[config.mk]
export PLATFORM = sky130hd
export DESIGN_NAME = joy_scan_ctrl
export DESIGN_NICKNAME = d
export VERILOG_FILES = /design/src/rtl/joy_scan_ctrl.sv
export SDC_FILE = /design/constraint.sdc
export NUM_CORES = 1
export LEC_CHECK = 0
export ABC_AREA = 1
export ABC_CLOCK_PERIOD_IN_PS = 1750
export BUFFER_PORTS_ARGS = -buffer_cell sky130_fd_sc_hd__buf_2
export CAP_MARGIN = 20
export CORE_UTILIZATION = 53
export CTS_CLUSTER_DIAMETER = 40
export DETAILED_ROUTE_END_ITERATION = 12
export PLACE_DENSITY = 0.74
export REMOVE_ABC_BUFFERS = 1
export SYNTH_ARGS = -nofsm -noshare
export SYNTH_HDL_FRONTEND = slang
export SYNTH_SLANG_ARGS = --single-unit
[constraint.sdc]
create_clock -name clk -period 1.75 [get_ports clk]
set_clock_uncertainty 0.2 [all_clocks]
set_input_delay 0.175 -clock clk [delete_from_list [all_inputs] [get_ports clk]]
set_output_delay 0.175 -clock clk [all_outputs]
set_load 0.05 [all_outputs]
[src/rtl/joy_scan_ctrl.sv]
// joy_scan_ctrl: sequencer for a parallel-in/serial-out joystick chain with double-buffered frame output
// Ports:
//   clk, reset_n       system clock, asynchronous active-low reset
//   continuous         1 = rescan back-to-back, 0 = one frame per scan_req
//   scan_req           level start request, only looked at while idle
//   joy_data           serial data from the chain
//   joy_clk            registered serial shift clock
//   joy_load_n         registered parallel load strobe, active low
//   frame              last complete frame, bit0 = first bit sampled
//   frame_valid        one-cycle pulse when frame updates
//   frame_changed      one-cycle pulse with frame_valid when the new frame differs
//   busy               high whenever not idle
module joy_scan_ctrl #(
    parameter int CLK_DIV   = 128,
    parameter int NBITS     = 16,
    parameter int GAP_TICKS = 64
) (
    input  logic             clk,
    input  logic             reset_n,
    input  logic             continuous,
    input  logic             scan_req,
    input  logic             joy_data,
    output logic             joy_clk,
    output logic             joy_load_n,
    output logic [NBITS-1:0] frame,
    output logic             frame_valid,
    output logic             frame_changed,
    output logic             busy
);
    typedef enum logic [1:0] {IDLE, LOAD, SHIFT, GAP} state_t;
    localparam int DW   = $clog2(CLK_DIV);
    localparam int CMAX = (NBITS > GAP_TICKS ? NBITS : GAP_TICKS) > 2 ?
                          (NBITS > GAP_TICKS ? NBITS : GAP_TICKS) : 2;
    localparam int CW   = $clog2(CMAX);
    localparam logic [DW-1:0] DIV_LAST = DW'(CLK_DIV - 1);
    state_t           state_q, state_d;
    logic [DW-1:0]    div_q, div_d;
    logic [CW-1:0]    cnt_q, cnt_d;
    logic             ph_q, ph_d;
    logic [NBITS-1:0] shadow_q, shadow_d, frame_q, frame_d;
    logic             valid_q, valid_d, changed_q, changed_d;
    logic             jclk_q, jclk_d, load_n_q, load_n_d, busy_q, busy_d;
    logic             tick;
    assign tick = div_q == DIV_LAST;
    always_comb begin
        state_d   = state_q;
        div_d     = tick ? '0 : div_q + 1'b1;
        cnt_d     = cnt_q;
        ph_d      = ph_q;
        shadow_d  = shadow_q;
        frame_d   = frame_q;
        valid_d   = 1'b0;
        changed_d = 1'b0;
        unique case (state_q)
            IDLE: begin
                div_d = '0;
                cnt_d = '0;
                ph_d  = 1'b0;
                if (continuous || scan_req) state_d = LOAD;
            end
            LOAD: if (tick) begin
                cnt_d = cnt_q + 1'b1;
                if (cnt_q == CW'(1)) begin
                    state_d = SHIFT;
                    cnt_d   = '0;
                    ph_d    = 1'b0;
                end
            end
            SHIFT: if (tick) begin
                ph_d = ~ph_q;
                // shift in from the top so the first sample lands in bit0 after NBITS bits
                if (!ph_q) shadow_d = NBITS'({joy_data, shadow_q} >> 1);
                else if (cnt_q == CW'(NBITS - 1)) begin
                    state_d   = GAP;
                    cnt_d     = '0;
                    frame_d   = shadow_q;
                    valid_d   = 1'b1;
                    changed_d = shadow_q != frame_q;
                end else cnt_d = cnt_q + 1'b1;
            end
            GAP: if (tick) begin
                cnt_d = cnt_q + 1'b1;
                if (cnt_q == CW'(GAP_TICKS - 1)) begin
                    cnt_d   = '0;
                    state_d = continuous ? LOAD : IDLE;
                end
            end
        endcase
        // pin outputs are registered copies of what the next state implies
        load_n_d = state_d != LOAD;
        jclk_d   = (state_d == SHIFT) && ph_d;
        busy_d   = state_d != IDLE;
    end
    always_ff @(posedge clk or negedge reset_n) begin
        if (!reset_n) begin
            state_q   <= IDLE;
            div_q     <= '0;
            cnt_q     <= '0;
            ph_q      <= 1'b0;
            shadow_q  <= '1;
            frame_q   <= '1;
            valid_q   <= 1'b0;
            changed_q <= 1'b0;
            jclk_q    <= 1'b0;
            load_n_q  <= 1'b1;
            busy_q    <= 1'b0;
        end else begin
            state_q   <= state_d;
            div_q     <= div_d;
            cnt_q     <= cnt_d;
            ph_q      <= ph_d;
            shadow_q  <= shadow_d;
            frame_q   <= frame_d;
            valid_q   <= valid_d;
            changed_q <= changed_d;
            jclk_q    <= jclk_d;
            load_n_q  <= load_n_d;
            busy_q    <= busy_d;
        end
    end
    assign joy_clk       = jclk_q;
    assign joy_load_n    = load_n_q;
    assign frame         = frame_q;
    assign frame_valid   = valid_q;
    assign frame_changed = changed_q;
    assign busy          = busy_q;
endmodule

==> results_dict.tcl, run 1 <==
set metrics [dict create \
    place_inst 389 \
    die_area_sq_um 5360 \
    avgRoutedWirePerCell_um 13.2 \
    grt_pass1_wl_mm 8.91 \
    p_leak_nw 1.50 \
    tritoncts "done" \
    synthArstFlopShare_pct 100 \
    drive_gt1_share_pct 41.8 \
    syn_avg_cell_area_sq_um 9.28 \
    hold_path_end "state_q[0]" \
    grt.overflow.total 0 \
    fin_setup_tns_ns 0 \
    synth.area.top_cells "dfstp_2, dfrtp_1, nand2_1, o21ai_2, inv_1" \
    routed_wl_mm 5.34 \
    mostFrequentLayoutCells "nand2_1, dfstp_2, inv_1" \
    htree_levels 2 \
    routabilityCongestion 0.841 \
    synth_ff_type "dfstp_2" \
    worstSetupEndpointType "flop" \
    placementRows 25 \
    drt_pass1_iterations 4 \
    vias 2035 \
    coreArea_sq_um 4820 \
    synth_top_area_share_pct 32.2 \
    dpl.hpwl_mm 3.41 \
    area_delta_synth_final_pct 24.4 \
    synthCells 290 \
    fin_hold_ws_ns 0.0261 \
    die_y_um 73.2 \
    clk_pin_slew_ns 0.09 \
    layout_commonest_cell "nand2_1" \
    synth_cell_types 34 \
    routed_via_density 5.04 \
    fillers 383 \
    fmax_mhz 582 \
    num_io_pins 26 \
    cts_buffers 5 \
    worst_slack_ns 0.0328 \
    reg2reg_depth 7 \
    path_class "flop to flop" \
    start_util_pct 55.8 \
    yosys.area.top_type "dfstp_2" \
    path_max_fanout 16 \
    drtAntennaViolNets 0 \
    synth_edf_count 0 \
    multiInputGateArea_sq_um 1260 \
    cts_sinks 53 \
    root_buffer "clkbuf_8" \
    drcViolationCount 0 \
    setup_viol 0 \
    min_path_type "primary input to flop" \
    grt_pass1_vias 1953 \
    dieWidth_um 73.2 \
    power_density_nw_per_um2 621 \
    period_share_pct 98.1 \
    hp-start "continuous" \
    finalHoldViolations 0 \
    min_path_cells 3 \
    maxSlewViolCount 0 \
    grt_max_degree 54 \
    slew_headroom_pct 73.0 \
    drv_cap 0 \
    grt_use_total_pct 22.0 \
    period_minus_slack_ns 1.72 \
    cts.path.max_buffers 2 \
    ir_drop_uv 337 \
    instances_no_fill 404 \
    total_power_mw 2.08 \
    insertion_delay_ns 0.31 \
    antennaDiodeCount 0 \
    placement.io_buffers 25 \
    critPathLaunchType "flop" \
    critPathRequiredTime_ns 1.78 \
    dr.first_iter.drc_count 132 \
    crit_arrival_ns 1.75 \
    tightest_slew_ns 0.405 \
    rsz0062_at_grt "yes" \
    nets 346 \
    ff_latch_area_sq_um 1370 \
    status "completed" \
    place_ws_ns -0.102 \
    reg2reg_from "div_q[0]" \
    synthesis.area_sq_um 2690 \
    yosysSeqAreaShare_pct 50.8 \
    r2r_end "shadow_q[14]" \
    ys_ff_latch 53 \
    r2r_slack_ns 0.03 \
    synth_warnings 0 \
    antenna_found_initial 0 \
]
[cell usage after synthesis, types with 2 or more instances]
master and number:
nand2_1 69, dfstp_2 33, inv_1 30, dfrtp_1 20, o21ai_0 18, o21ai_2 18, nor2_1 17, nand3_1 12
xnor2_1 10, a21oi_1 7, nor3_1 7, xor2_1 7, nand2_2 6, ha_1 5, inv_2 4, buf_6 3
clkbuf_1 2, nand3_4 2, nand4_2 2, nor2_2 2, nor2_4 2, o21ai_1 2
[stage by stage]
stage                     util (%)  instance area, sq um
after detailed placement      62.3                  3000
after global routing          69.5                  3350
after global placement        62.3                  3000
after CTS                     68.2                  3290
final                         69.5                  3350
after floorplan                  -                  2640
[layer usage]
layer	wire, um	global-route usage (%)
met1	2470	29.4
met2	2600	36.0
met3	201	4.70
met4	67	6.54
met5	0	0
[worst max path at each step]
stage          slack, ns           end  depth (start not counted)  startpoint
2_1_floorplan      -0.39   shadow_q[0]                          6    div_q[0]
6_report            0.03  shadow_q[14]                          7    div_q[0]
4_1_cts           -0.003     frame[11]                          8    cnt_q[1]
3_5_place_dp       -0.10       joy_clk                          8    div_q[0]
5_1_grt            -0.05       joy_clk                          8    div_q[0]
3_3_place_gp       -0.05       joy_clk                          8    div_q[0]
[state kept, by name, summed over array words and instances (netlist names)]
register and flops:
joy_clk 1, div_q 7, cnt_q 6, frame_valid 1
ph_q 1, frame_changed 1, joy_load_n 1, busy 1
shadow_q 16, state_q 2, frame 16
[power by group]
group	switching, mW	internal, mW	total (mW)	leakage (nW)
registers	0.000860	1.23	1.23	0.595
logic	0.0278	0.0129	0.0406	0.853
clock network	0.397	0.410	0.807	0.0566
total	0.426	1.65	2.08	1.50
[cells by family (layout without fill, tap and decap cells)]
logic type               count (synthesis)  count (layout)  share of synthesized area [%]
XOR/XNOR                                17              17                           5.53
AND/OR/NAND/NOR                        125             125                           22.7
AO/OA/AOI/OAI                           48              48                           11.6
adder cells (fa/ha/maj)                  5               5                           2.33
flip-flops                              53              53                           50.8
buffers and inverters                   42              89                           6.93
[worst max-delay path, cell delays in order (launching register included)]
cell and delay (ns):
dfrtp_1 0.41, ha_4 0.16, nand3_4 0.10, nor2_8 0.13, ha_4 0.13, nand3_2 0.13, clkbuf_16 0.23, o21ai_0 0.15
[area by class of cell]
| type | instances | share of cell area [%] |
|---|---|---|
| Tap cell | 67 | 2.50 |
| Clock buffer | 8 | 3.33 |
| Timing Repair Buffer | 46 | 11.8 |
| Inverter | 35 | 3.96 |
| Sequential cell | 53 | 40.9 |
| Multi-Input combinational cell | 195 | 37.5 |
[repair_timing]
item	4_1_cts	5_1_grt
resized for setup	12	26
pin swaps	3	3
setup endpoints to repair	25	37
cloned	2	1
endpoints found under the hold margin	54	0
buffers inserted	2	2
hold buffers	2	0
(Power assumes the default switching activity.)
==> inputs of run 2 (changes only) <==
- ABC_CLOCK_PERIOD_IN_PS: 1750 -> 2100
- CORE_ASPECT_RATIO: unset -> 1.5
- CORE_UTILIZATION: 53 -> 63
- CTS_CLUSTER_SIZE: unset -> 25
- PLACE_DENSITY: 0.74 -> 0.83
- clock period: 1.75 -> 2.1 ns (I/O delays scaled with it)
==> results_dict.tcl, run 2 (synthesis gave the netlist of run 1 again) <==
set metrics [dict create \
    dieWidth_um 55.4 \
    p_leak_nw 1.40 \
    path_max_fanout 4 \
    place_inst 358 \
    critPathLaunchType "flop" \
    maxSlewViolCount 0 \
    dr.first_iter.drc_count 81 \
    slew_headroom_pct 76.8 \
    r2r_slack_ns 0.21 \
    total_power_mw 1.69 \
    dpl_cell_area_sq_um 2890 \
    crit_end "joy_clk" \
    fin_area_sq_um 3020 \
    fin_setup_tns_ns 0 \
    instances_no_fill 368 \
    path_depth 8 \
    htree_levels 2 \
    period_minus_slack_ns 1.89 \
    drv_cap 0 \
    grt_use_total_pct 23.9 \
    grt_max_degree 54 \
    die_area_sq_um 4540 \
    vias 1935 \
    num_io_pins 26 \
    status "completed" \
    crit_start "div_q[0]" \
    r2r_end "joy_clk" \
    power_density_nw_per_um2 561 \
    worst_slack_ns 0.213 \
    multiInputGateArea_sq_um 1140 \
    grt.overflow.total 0 \
    period_share_pct 89.9 \
    antennaDiodeCount 0 \
    cts.path.max_buffers 2 \
    dr_wl_met2_mm 2.73 \
    cts_buffers 5 \
    fin_hold_ws_ns 0.100 \
    wl_met3_um 115 \
    grt_pass1_wl_mm 8.30 \
    root_buffer "clkbuf_8" \
    clk_pin_slew_ns 0.09 \
    tritoncts "done" \
    dr.max_layer_used "met4" \
    start_util_pct 66.8 \
    tightest_slew_ns 0.348 \
    placementRows 28 \
    setup_viol 0 \
    path_class "flop to flop" \
    drcViolationCount 0 \
    critPathSlowestCell "dfrtp_1" \
    routed_wl_mm 4.89 \
    finalHoldViolations 0 \
    cts_sinks 53 \
    ff_latch_area_sq_um 1370 \
    rsz0062_at_grt "no" \
    drt_pass1_iterations 4 \
    coreArea_sq_um 4030 \
    ir_drop_uv 557 \
    routabilityCongestion 0.864 \
    reg2reg_depth 8 \
    min_path_type "primary input to flop" \
    worstSetupEndpointType "flop" \
    cp_top_family "simple AND/OR/NAND/NOR gates" \
    cts_resized 0 \
    crit_arrival_ns 1.93 \
    antenna_found_initial 0 \
    avgRoutedWirePerCell_um 13.3 \
    die_y_um 82.0 \
    drt-met1-wl_mm 1.94 \
    routed_via_density 5.26 \
    area_delta_synth_final_pct 12.2 \
    reg2reg_from "div_q[0]" \
    critPathRequiredTime_ns 2.14 \
    drtAntennaViolNets 0 \
    path_buf_inv 0 \
    crit_path_max_incr_delay_ns 0.40 \
    fmax_mhz 530 \
    place_ws_ns 0.227 \
    mostFrequentLayoutCells "nand2_1, dfstp_2, inv_1" \
    placement.io_buffers 25 \
    final_util_pct 74.9 \
    insertion_delay_ns 0.30 \
    cp_common_cell "ha_1" \
    nets 332 \
    drive_gt1_share_pct 34.4 \
    dpl.hpwl_mm 3.52 \
    grt_pass1_vias 1869 \
    fillers 300 \
    layout_commonest_cell "nand2_1" \
    worstPathCellList "ha_1 -> nand3_4 -> nor2_8 -> ha_1 -> or2_2 -> nand3_1 -> nand2_1 -> nor2_1" \
]
[run 2: power by group]
part | switching, mW | leakage [nW] | total (mW) | internal (mW)
registers | 0.000656 | 0.595 | 1.03 | 1.03
logic | 0.0237 | 0.751 | 0.0344 | 0.0108
clock network | 0.324 | 0.0536 | 0.635 | 0.310
[run 2: final cells by class]
cell class / instances / share of cell area, %
Clock buffer: 7 / 3.23
Sequential cell: 53 / 45.3
Tap cell: 45 / 1.86
Multi-Input combinational cell: 195 / 37.6
Inverter: 35 / 4.39
Clock inverter: 1 / 0.290
Timing Repair Buffer: 32 / 7.29
[run 2: repair_timing]
action	4_1_cts	5_1_grt
hold endpoints to repair	54	0
setup buffers	0	0
hold buffers	2	0
[run 2: worst min path at each step]
stage,from,endpoint,slack [ns],depth (start not counted)
3_3_place_gp,reset_n,div_q[6],0.02,2
6_report,continuous,busy,0.10,5
2_1_floorplan,reset_n,busy,-0.29,0
3_5_place_dp,reset_n,div_q[5],0.03,2
5_1_grt,scan_req,state_q[0],0.12,3
4_1_cts,continuous,state_q[0],0.08,3
[run 2: worst min-delay path, stage by stage]
cell and delay [ns]:
buf_2 0.09, o211ai_1 0.11, inv_1 0.07, nor2_1 0.04
nand2_1 0.05
[run 2: layer usage]
layer,up-vias,track usage (%)
met5,-,0
met1,910,25.7
met4,0,9.50
met2,29,45.5
li1,984,-
met3,12,5.04
